## src/rtl/riscv_v_pkg.sv

```systemverilog
// Shared types and helpers for the vector bitwise logic unit.
package riscv_v_pkg;

  typedef enum logic [1:0] {
    BW_AND = 2'b00,
    BW_OR  = 2'b01,
    BW_XOR = 2'b10
  } bw_op_t;

  typedef enum logic [1:0] {
    SEW_8  = 2'b00,
    SEW_16 = 2'b01,
    SEW_32 = 2'b10,
    SEW_64 = 2'b11
  } sew_t;

  typedef enum logic [1:0] {
    StIdle,
    StAccum,
    StFold,
    StDone
  } bw_state_t;

  // The reserved encoding 2'b11 behaves as XOR.
  function automatic bw_op_t to_bw_op(logic [1:0] op);
    case (op)
      2'b00:   return BW_AND;
      2'b01:   return BW_OR;
      default: return BW_XOR;
    endcase
  endfunction

  function automatic logic [7:0] bw_identity(bw_op_t op);
    return (op == BW_AND) ? 8'hFF : 8'h00;
  endfunction

  function automatic int unsigned sew_bytes(sew_t sew);
    return 32'd1 << sew;
  endfunction

  function automatic logic [63:0] sew_mask64(sew_t sew);
    case (sew)
      SEW_8:   return 64'h0000_0000_0000_00FF;
      SEW_16:  return 64'h0000_0000_0000_FFFF;
      SEW_32:  return 64'h0000_0000_FFFF_FFFF;
      default: return 64'hFFFF_FFFF_FFFF_FFFF;
    endcase
  endfunction

endpackage

```

## src/rtl/riscv_v_bw_lane_op.sv

```systemverilog
// Combinational A op B over a parametrised width.
module riscv_v_bw_lane_op
  import riscv_v_pkg::*;
#(
  parameter int unsigned DATA_WIDTH = 8
) (
  input  bw_op_t                i_op,
  input  logic [DATA_WIDTH-1:0] i_a,
  input  logic [DATA_WIDTH-1:0] i_b,
  output logic [DATA_WIDTH-1:0] o_y
);

  always_comb begin
    case (i_op)
      BW_AND:  o_y = i_a & i_b;
      BW_OR:   o_y = i_a | i_b;
      default: o_y = i_a ^ i_b;
    endcase
  end

endmodule

```

## src/rtl/riscv_v_bw_logic_unit.sv

```systemverilog
// Vector AND/OR/XOR unit: single-beat elementwise results, or multi-beat
// reductions folded down to SEW and combined with a scalar seed.
module riscv_v_bw_logic_unit
  import riscv_v_pkg::*;
#(
  parameter int unsigned NUM_BYTES = 16,
  parameter int unsigned MAX_BEATS = 8
) (
  input  logic                   clk,
  input  logic                   rst,
  input  logic                   in_valid,
  output logic                   in_ready,
  input  logic [1:0]             in_op,
  input  logic [1:0]             in_sew,
  input  logic                   in_reduct,
  input  logic                   in_last,
  input  logic                   in_is_mask,
  input  logic [8*NUM_BYTES-1:0] in_srca,
  input  logic [8*NUM_BYTES-1:0] in_srcb,
  input  logic [NUM_BYTES-1:0]   in_byte_valid,
  output logic                   out_valid,
  input  logic                   out_ready,
  output logic [8*NUM_BYTES-1:0] out_result,
  output logic [NUM_BYTES-1:0]   out_byte_valid
);

  localparam int unsigned W       = 8 * NUM_BYTES;
  localparam int unsigned LOG2_NB = $clog2(NUM_BYTES);
  localparam int unsigned CW      = $clog2(MAX_BEATS) + 1;
  localparam int unsigned FW      = $clog2(LOG2_NB + 1);

  bw_state_t           r_state;
  bw_op_t              r_op;
  sew_t                r_sew;
  logic [63:0]         r_seed;
  logic [W-1:0]        r_acc;
  logic [CW-1:0]       r_beat_cnt;
  logic [FW-1:0]       r_fold_left;
  logic [LOG2_NB-1:0]  r_half;
  logic                r_out_valid;
  logic [W-1:0]        r_out_result;
  logic [NUM_BYTES-1:0] r_out_bv;

  logic                 w_idle_like;
  logic                 w_accept;
  logic                 w_elem;
  bw_op_t               w_in_op;
  bw_op_t               w_acc_op;
  logic [7:0]           w_ident_byte;
  logic [NUM_BYTES-1:0] w_eff_bv;
  logic [W-1:0]         w_masked;
  logic [W-1:0]         w_lane_a;
  logic [W-1:0]         w_lane_b;
  logic [W-1:0]         w_acc_y;
  logic [W-1:0]         w_fold_b;
  logic [W-1:0]         w_fold_y;
  logic [63:0]          w_fold_src;
  logic [63:0]          w_seed_y;
  logic [W-1:0]         w_red_result;
  logic [NUM_BYTES-1:0] w_red_bv;
  logic [CW-1:0]        w_cnt_nxt;

  // DONE accepts a new beat exactly like IDLE, which removes the bubble.
  assign w_idle_like = (r_state == StIdle) || (r_state == StDone);
  assign in_ready    = w_idle_like ? (~r_out_valid | out_ready) : (r_state == StAccum);
  assign w_accept    = in_valid & in_ready;
  assign w_elem      = w_idle_like & ~in_reduct;
  assign w_in_op     = to_bw_op(in_op);
  assign w_acc_op    = w_idle_like ? w_in_op : r_op;
  assign w_ident_byte = bw_identity(w_acc_op);
  assign w_eff_bv    = in_byte_valid | {NUM_BYTES{in_is_mask}};
  assign w_cnt_nxt   = r_beat_cnt + 1'b1;

  always_comb begin
    w_masked = '0;
    for (int unsigned i = 0; i < NUM_BYTES; i++) begin
      w_masked[8*i +: 8] = w_eff_bv[i] ? in_srca[8*i +: 8] : w_ident_byte;
    end
  end

  assign w_lane_a = w_elem ? in_srca :
                    (w_idle_like ? {NUM_BYTES{w_ident_byte}} : r_acc);
  assign w_lane_b = w_elem ? in_srcb : w_masked;

  riscv_v_bw_lane_op #(.DATA_WIDTH(W)) u_acc_op (
    .i_op (w_acc_op),
    .i_a  (w_lane_a),
    .i_b  (w_lane_b),
    .o_y  (w_acc_y)
  );

  // Upper bits beyond the active half are don't-care; only the low sew bytes survive.
  assign w_fold_b = r_acc >> {r_half, 3'b000};

  riscv_v_bw_lane_op #(.DATA_WIDTH(W)) u_fold_op (
    .i_op (r_op),
    .i_a  (r_acc),
    .i_b  (w_fold_b),
    .o_y  (w_fold_y)
  );

  assign w_fold_src = (r_fold_left == '0) ? r_acc[63:0] : w_fold_y[63:0];

  riscv_v_bw_lane_op #(.DATA_WIDTH(64)) u_seed_op (
    .i_op (r_op),
    .i_a  (w_fold_src),
    .i_b  (r_seed),
    .o_y  (w_seed_y)
  );

  always_comb begin
    w_red_result       = '0;
    w_red_result[63:0] = w_seed_y & sew_mask64(r_sew);
    w_red_bv           = '0;
    for (int unsigned i = 0; i < NUM_BYTES; i++) begin
      w_red_bv[i] = (i < sew_bytes(r_sew));
    end
  end

  always_ff @(posedge clk) begin
    if (rst) begin
      r_state      <= StIdle;
      r_op         <= BW_AND;
      r_sew        <= SEW_8;
      r_seed       <= '0;
      r_acc        <= '0;
      r_beat_cnt   <= '0;
      r_fold_left  <= '0;
      r_half       <= '0;
      r_out_valid  <= 1'b0;
      r_out_result <= '0;
      r_out_bv     <= '0;
    end else begin
      case (r_state)
        StIdle, StDone: begin
          if (r_out_valid && out_ready) r_out_valid <= 1'b0;
          if (r_state == StDone && out_ready) r_state <= StIdle;
          if (w_accept) begin
            if (!in_reduct) begin
              r_out_valid  <= 1'b1;
              r_out_result <= w_acc_y;
              r_out_bv     <= w_eff_bv;
              r_state      <= StIdle;
            end else begin
              r_op        <= w_in_op;
              r_sew       <= sew_t'(in_sew);
              r_seed      <= in_srcb[63:0] & sew_mask64(sew_t'(in_sew));
              r_acc       <= w_acc_y;
              r_beat_cnt  <= CW'(1);
              r_fold_left <= FW'(LOG2_NB) - FW'(in_sew);
              r_half      <= LOG2_NB'(NUM_BYTES / 2);
              r_state     <= (in_last || MAX_BEATS == 1) ? StFold : StAccum;
            end
          end
        end
        StAccum: begin
          if (w_accept) begin
            r_acc      <= w_acc_y;
            r_beat_cnt <= w_cnt_nxt;
            if (in_last || w_cnt_nxt == CW'(MAX_BEATS)) r_state <= StFold;
          end
        end
        StFold: begin
          if (r_fold_left <= FW'(1)) begin
            r_out_result <= w_red_result;
            r_out_bv     <= w_red_bv;
            r_out_valid  <= 1'b1;
            r_state      <= StDone;
          end else begin
            r_acc       <= w_fold_y;
            r_half      <= r_half >> 1;
            r_fold_left <= r_fold_left - 1'b1;
          end
        end
        default: r_state <= StIdle;
      endcase
    end
  end

  assign out_valid      = r_out_valid;
  assign out_result     = r_out_result;
  assign out_byte_valid = r_out_bv;

endmodule
```

## config.mk

```make
export PLATFORM = sky130hd
export DESIGN_NAME = riscv_v_bw_logic_unit
export DESIGN_NICKNAME = d
export VERILOG_FILES = /design/src/rtl/riscv_v_pkg.sv /design/src/rtl/riscv_v_bw_lane_op.sv /design/src/rtl/riscv_v_bw_logic_unit.sv
export SDC_FILE = /design/constraint.sdc
export NUM_CORES = 2
export LEC_CHECK = 0
export CAP_MARGIN = 20
export CORE_ASPECT_RATIO = 0.9
export CORE_MARGIN = 2
export CORE_UTILIZATION = 45
export CTS_BUF_LIST = sky130_fd_sc_hd__clkbuf_8
export DETAILED_ROUTE_END_ITERATION = 16
export GPL_ROUTABILITY_DRIVEN = 0
export PLACE_DENSITY_LB_ADDON = 0.25
export SETUP_SLACK_MARGIN = 0.05
export SYNTH_ARGS = -nofsm -noshare
export SYNTH_HDL_FRONTEND = slang
export SYNTH_HIERARCHICAL = 1
export SYNTH_SLANG_ARGS = --single-unit
```

## constraint.sdc

```tcl
create_clock -name clk -period 4.2 [get_ports clk]
set_input_delay 0.63 -clock clk [delete_from_list [all_inputs] [get_ports clk]]
set_output_delay 0.63 -clock clk [all_outputs]
set_load 0.02 [all_outputs]
```

### After elaboration in Yosys (flattened, before gate mapping)

Index checks and enable logic that the tools add are counted.

| cells by class | value |
|---|---|
| add/subtract/negate cells | 3 |
| magnitude comparators | 17 |
| equality and inequality tests | 19 |
| shift-type cells | 2 |
| muxes and demuxes | 71 |
| bitwise logic cells | 17 |
| reduce and logical (&&, ||, !) cells | 21 |

Operators by type and width:

| cell | number |
|---|---|
| 2-to-1 mux 128 bit | 10 |
| one-hot mux 128 bit (2 select lines) | 3 |
| one-hot mux 128 bit (3 select lines) | 1 |
| one-hot mux 64 bit (3 select lines) | 2 |
| 2-to-1 mux 64 bit | 5 |
| bitwise AND 128 bit | 2 |
| < comparator 4 x 32 -> 1 bit, first input constant | 8 |
| bitwise OR 128 bit | 2 |
| XOR 128 bit | 2 |
| bitwise AND 64 bit | 3 |
| 2-to-1 mux 8 bit | 17 |
| < comparator 3 x 32 -> 1 bit, first input constant | 4 |
| one-hot mux 64 bit (2 select lines) | 1 |
| >> shifter 128 x 7 -> 128 bit | 1 |
| < comparator 1 x 32 -> 1 bit, first input constant | 2 |
| < comparator 2 x 32 -> 1 bit, first input constant | 2 |
| bitwise OR 64 bit | 1 |
| XOR 64 bit | 1 |
| 2-to-1 mux 16 bit | 3 |
| one-hot mux 16 bit (2 select lines) | 1 |
| left shift 1 x 2 -> 32 bit, first input constant | 1 |
| 2-to-1 mux 4 bit | 6 |
| AND reduction 4 bit | 5 |
| 2-to-1 mux 2 bit | 8 |
| 29 further kinds | 59 |

| storage, ports and cells | value |
|---|---|
| flip-flop bits (word level) | 354 |
| input bits | 283 |
| output and inout bits | 146 |
| logic and storage cells | 161 |

### Depth between registers and ports, before layout

| logic depth | value |
|---|---|
| depth in word-level cells | 12 |
| depth in mapped cells | 21 |

### By module

Netlist, hierarchy kept.

Modules (own cells, without submodules):

| module | times used | cells each | area each (um2) | seq. area each (um2) |
|---|---|---|---|---|
| riscv_v_bw_logic_unit | 1 | 3446 | 23869.1 | 7086.8 |
| riscv_v_bw_lane_op at u_acc_op ... | 2 | 1080 | 7368.3 | 0.0 |
| riscv_v_bw_lane_op at u_seed_op | 1 | 540 | 3941.3 | 0.0 |

### Worst setup path before layout

No wires, ideal clock.

| timing path | value |
|---|---|
| kind | register -> register |
| start | register r_half[0] |
| end | register r_out_result[16], in the netlist out_result[16] |
| setup time | 132 ps |
| arrival time | 3015 ps |
| path slack | 1053 ps |
| cell stages (with the launch flop) | 22 |
| path buffers | 5 |
| clock period less this slack | 3147 ps |
| path through | dfxtp_1 buf_2 buf_6 buf_6 buf_6 buf_4 nor2_1 nor2_1 a21oi_1 a21oi_1 inv_1 ha_1 and2_1 o31ai_1 nand2_1 o21ai_0 inv_1 ha_1 nand2b_1 o31a_1 a211oi_1 nor3_1 |

| on the way | value |
|---|---|
| word-level cells in the longest chain between the ends | 9 |
| elaborated cells on any way between the ends | 13 |

RTL lines:

| what | RTL line | RTL |
|---|---|---|
| start, declared | riscv_v_bw_logic_unit.sv:39 | `logic [LOG2_NB-1:0] r_half;` |
| start signal, assigned | riscv_v_bw_logic_unit.sv:151 | `r_half <= LOG2_NB'(NUM_BYTES / 2);` |
| start signal, assigned | riscv_v_bw_logic_unit.sv:171 | `r_half <= r_half >> 1;` |
| >> shifter 128 x 7 -> 128 bit (*) | riscv_v_bw_logic_unit.sv:93 | `assign w_fold_b = r_acc >> {r_half, 3'b000};` |
| via w_fold_b[16] | riscv_v_bw_logic_unit.sv:55 | `logic [W-1:0] w_fold_b;` |
| XOR 128 bit (tied with other cells) | riscv_v_bw_lane_op.sv:17 | `default: o_y = i_a ^ i_b;` |
| one-hot mux 128 bit (2 select lines) (*) | riscv_v_bw_lane_op.sv:14 | `case (i_op)` |
| via w_fold_y[16] | riscv_v_bw_logic_unit.sv:56 | `logic [W-1:0] w_fold_y;` |
| 2-to-1 mux 64 bit (*) | riscv_v_bw_logic_unit.sv:102 | `assign w_fold_src = (r_fold_left == '0) ? r_acc[63:0] : w_fold_y[63:0];` |
| via w_fold_src[16] | riscv_v_bw_logic_unit.sv:57 | `logic [63:0] w_fold_src;` |
| XOR 64 bit (tied with other cells) | riscv_v_bw_lane_op.sv:17 |  |
| one-hot mux 64 bit (2 select lines) (*) | riscv_v_bw_lane_op.sv:14 |  |
| via w_seed_y[16] | riscv_v_bw_logic_unit.sv:58 | `logic [63:0] w_seed_y;` |
| bitwise AND 64 bit (*) | riscv_v_bw_logic_unit.sv:113 | `w_red_result[63:0] = w_seed_y & sew_mask64(r_sew);` |
| 2-to-1 mux 128 bit (*) | riscv_v_bw_logic_unit.sv:164 | `if (r_fold_left <= FW'(1)) begin` |
| one-hot mux 128 bit (2 select lines) (*) | riscv_v_bw_logic_unit.sv:134 | `case (r_state)` |
| end signal, assigned | riscv_v_bw_logic_unit.sv:141 | `r_out_result <= w_acc_y;` |
| end signal, assigned | riscv_v_bw_logic_unit.sv:165 | `r_out_result <= w_red_result;` |
| end, declared | riscv_v_bw_logic_unit.sv:41 | `logic [W-1:0] r_out_result;` |

Mark *: on every way through the listed nets, which the timed path passes. The rest lies on a longest branch. The select of a mux whose other input is x is not followed.
A chain may end at the register's enable or synchronous reset.

### Worst setup path after layout

| timing path | value |
|---|---|
| start | register r_half[0] |
| end | register r_out_result[22], in the netlist out_result[22] |

Same word-level chain as after synthesis.

==> impl_metrics.yaml <==
run_status:
  status: "finished, final reports clean"
pwr:
  p_sw_frac: 0.530
  power_frac_seq: 0.177
  power.total_uw: 32900
  combPwrFrac: 0.694
  switching_power_uw: 17400
  clkPwrFrac: 0.130
  power.leakage_uw: 0.0214
  peakVddDrop_v: 0.000837
  p_int_uw: 15500
  power_density_nw_per_um2: 655
layout:
  drive_gt1_frac: 0.0849
  post-route-util: 0.539
  area_growth_pct: 18.1
  n_fill_cell: 9130
  final_nets: 7343
floorplanning:
  io_pins: 429
  core_region_area_sq_um: 93200
  die_w_um: 328
  die_h_um: 296
  initial_core_util: 0.456
  die_area_sq_um: 97000
  rows: 106
critical_path:
  crit_type: "reg -> reg"
  cp_max_fo: 60
  start_kind: "register"
  critPathRequiredTime_ns: 4.81
  end_kind: "register"
  cp.arrival_ns: 4.71
detailed_routing:
  vias: 44400
  ant_nets: 0
  drc: 0
  wl_per_cell_um: 20.7
  vias_per_cell: 5.76
  first_iter_violations: 4398
  drt-pass1-iter-count: 8
  wirelength_um: 160000
timing:
  tns_ns: 0
  hold_viol_final: 0
  whs_ns: 0.340
  setup-violations-final: 0
  fin_worst_skew_ns: 0.0673
  fin_crit_ns: 4.10
  max_slew_margin: 0.346
  fin_crit_sh: 0.976
  max_freq_mhz: 244
  slew_violations: 0
  rsz0062_at_grt: "true"
  tightest_slew_ns: 0.982
flow_run:
  drv_cap: 0
synthesis:
  synth_largest_area_cell: "ha_1"
  synth_top_area_frac: 0.191
  synth_edf_count: 0
  synth.distinct_cells: 59
  syn-num-nets: 7079
  async_flop_share: 0
  synth_warnings: 6
  synthFlopType: "dfxtp_1"
  synth_area_leaders: "ha_1, dfxtp_1, inv_1"
  netlist_area_sq_um: 42500
  syn_area_per_cell_sq_um: 6.92
  synth-seq-cells: 354
  synthCells: 6146
  seq_area_frac_synth: 0.167
clocking:
  cts.sinks: 354
  clkSlewWorstSetupHoldPaths_ns: 0.06
  clk_path_buf_depth: 3
  cts_root_buffer: "clkbuf_8"
  cts_inserted_buffers: 76
  ctsHtreeMaxLevel: 3
  clock_latency_ns: 0.75
  cts_tree: "built"
global_routing:
  grt_usage: 0.316
  grt_pass1_vias: 40700
  grt.overflow.total: 0
  grt_max_degree: 178
  antenna_found_initial: 5
  grt_pass1_wl_um: 241000
hold_path:
  hold_path.class: "in -> reg"
placed_design:
  portBuffers: 428
  dpl.hpwl_um: 115000
metrics by stage:
stage                     setup slack [ns]  instance area [sq um]  cells
after global placement               0.103                  48400   7567
after detailed placement            0.0383                  48400   7567
after CTS                            0.155                  50100   7702
after floorplan                       1.05                  42500   6146
final                                0.101                  50200   7714
after global routing                0.0434                  50200   7712
final cells by class:
| type | instances | area, sq um | area share |
|---|---|---|---|
| clock inverters | 39 | 339 | 0.00675 |
| clock buffers | 95 | 1310 | 0.0260 |
| repair buffers | 665 | 6550 | 0.130 |
| diodes | 6 | 15.0 | 0.000299 |
| inverters | 783 | 2940 | 0.0585 |
| multi-input cells | 4530 | 30400 | 0.606 |
| flip-flops and latches | 354 | 7100 | 0.141 |
| well taps | 1242 | 1550 | 0.0309 |
cells in the final DEF, fill, tap and decap left out, types with 6 or more instances in the layout:
master             n
mux2i_1           68
o31ai_2           53
or3_1              8
o21a_1            12
a211oi_1         210
bufinv_16          6
o31ai_1          201
ha_1             649
a21oi_2            7
clkdlybuf4s50_1  426
inv_1            802
clkbuf_8          95
mux4_2            46
o22ai_1           17
and3_1            15
a22oi_1            8
nand3_1           52
a31oi_1          133
buf_12            38
o21ai_0          332
buf_4            199
nand3b_1          10
nor2b_1          273
a21oi_1          473
nand2_2           10
nand2_1          632
o31a_1            71
dfxtp_1          348
diode_2            6
o211a_1           16
nand2b_1          73
mux2_2            52
nor3_1            84
nor2_1           724
and2_1           253
worst max-delay path, stage by stage (launching register included):
cell	delay, ns
dfxtp_4	0.46
buf_12	0.33
mux2i_1	0.54
nor2_1	0.11
a21oi_1	0.59
a21oi_1	0.29
inv_1	0.11
ha_1	0.22
nand2_1	0.07
o31ai_1	0.10
nand2_1	0.08
o21ai_0	0.14
ha_1	0.25
nor2b_1	0.13
o31a_1	0.26
a211oi_1	0.20
nor3_1	0.06
power by group through the flow:
stage               combinational (uW)  clock, uW  sequential [uW]
detailed placement               22200          0             5820
finish                           22800       4260             5820
global placement                 21500          0             5800
floorplan                        14100          0             5960
global route                     25100       4490             5890
CTS                              22400       4350             5760
repair_timing:
item	in CTS	in global routing
hold buffers	0	0
setup endpoints to repair	3	21
pin swaps	0	1
resized for setup	2	17
buffers inserted	1	6
sequential cells by signal, summed over array words and instances (netlist names):
signal          cells
out_result        128
r_acc             128
r_seed             64
out_byte_valid     16
r_beat_cnt          4
r_half              4
r_fold_left         3
r_op                2
r_sew               2
r_state             2
out_valid           1
layer usage:
layer,up-vias,global-route usage,wire length (um)
met1,21100,0.428,68700
met2,2015,0.495,70100
li1,21000,-,-
met3,363,0.0571,14400
met4,0,0.125,6670
met5,-,0,0
synth_stat cells, types with 13 or more instances:
library cell	count
o31ai_1	207
inv_1	781
buf_4	30
o21ai_0	333
a21oi_1	480
a211oi_1	210
o22ai_1	20
clkbuf_1	268
mux2i_1	68
nand3_1	52
mux4_2	46
buf_2	121
o31ai_2	48
nand2_1	633
buf_1	35
nand2b_1	74
ha_1	650
and2_1	253
and3_1	15
nor3_1	85
o21a_1	13
o211a_1	16
nor2_1	724
mux2_2	54
dfxtp_1	354
nor2b_1	274
buf_6	23
o31a_1	71
a31oi_1	133
path summary, 6_finish.rpt:
check | start | end | slack (ns) | depth (start not counted)
max | r_half[0] | out_result[22] | 0.10 | 16
min | rst | out_result[106] | 0.34 | 2
max reg2reg | r_half[0] | out_result[22] | 0.10 | 16
min reg2reg | out_result[80] | out_result[80] | 0.45 | 2
logic make-up (layout without fill, tap and decap cells):
kind of cell	after synthesis	count (layout)	share of synthesized area
AND/OR/NAND/NOR	2148	2148	0.233
flip-flops	354	354	0.167
buffers and inverters	1262	1582	0.122
AO/OA/AOI/OAI	1562	1562	0.232
adder cells (fa/ha/maj)	650	650	0.191
multiplexers	168	168	0.0546
XOR/XNOR	2	2	0.000412
other	0	6	0
Note: power is estimated with default switching activity, not from simulation.
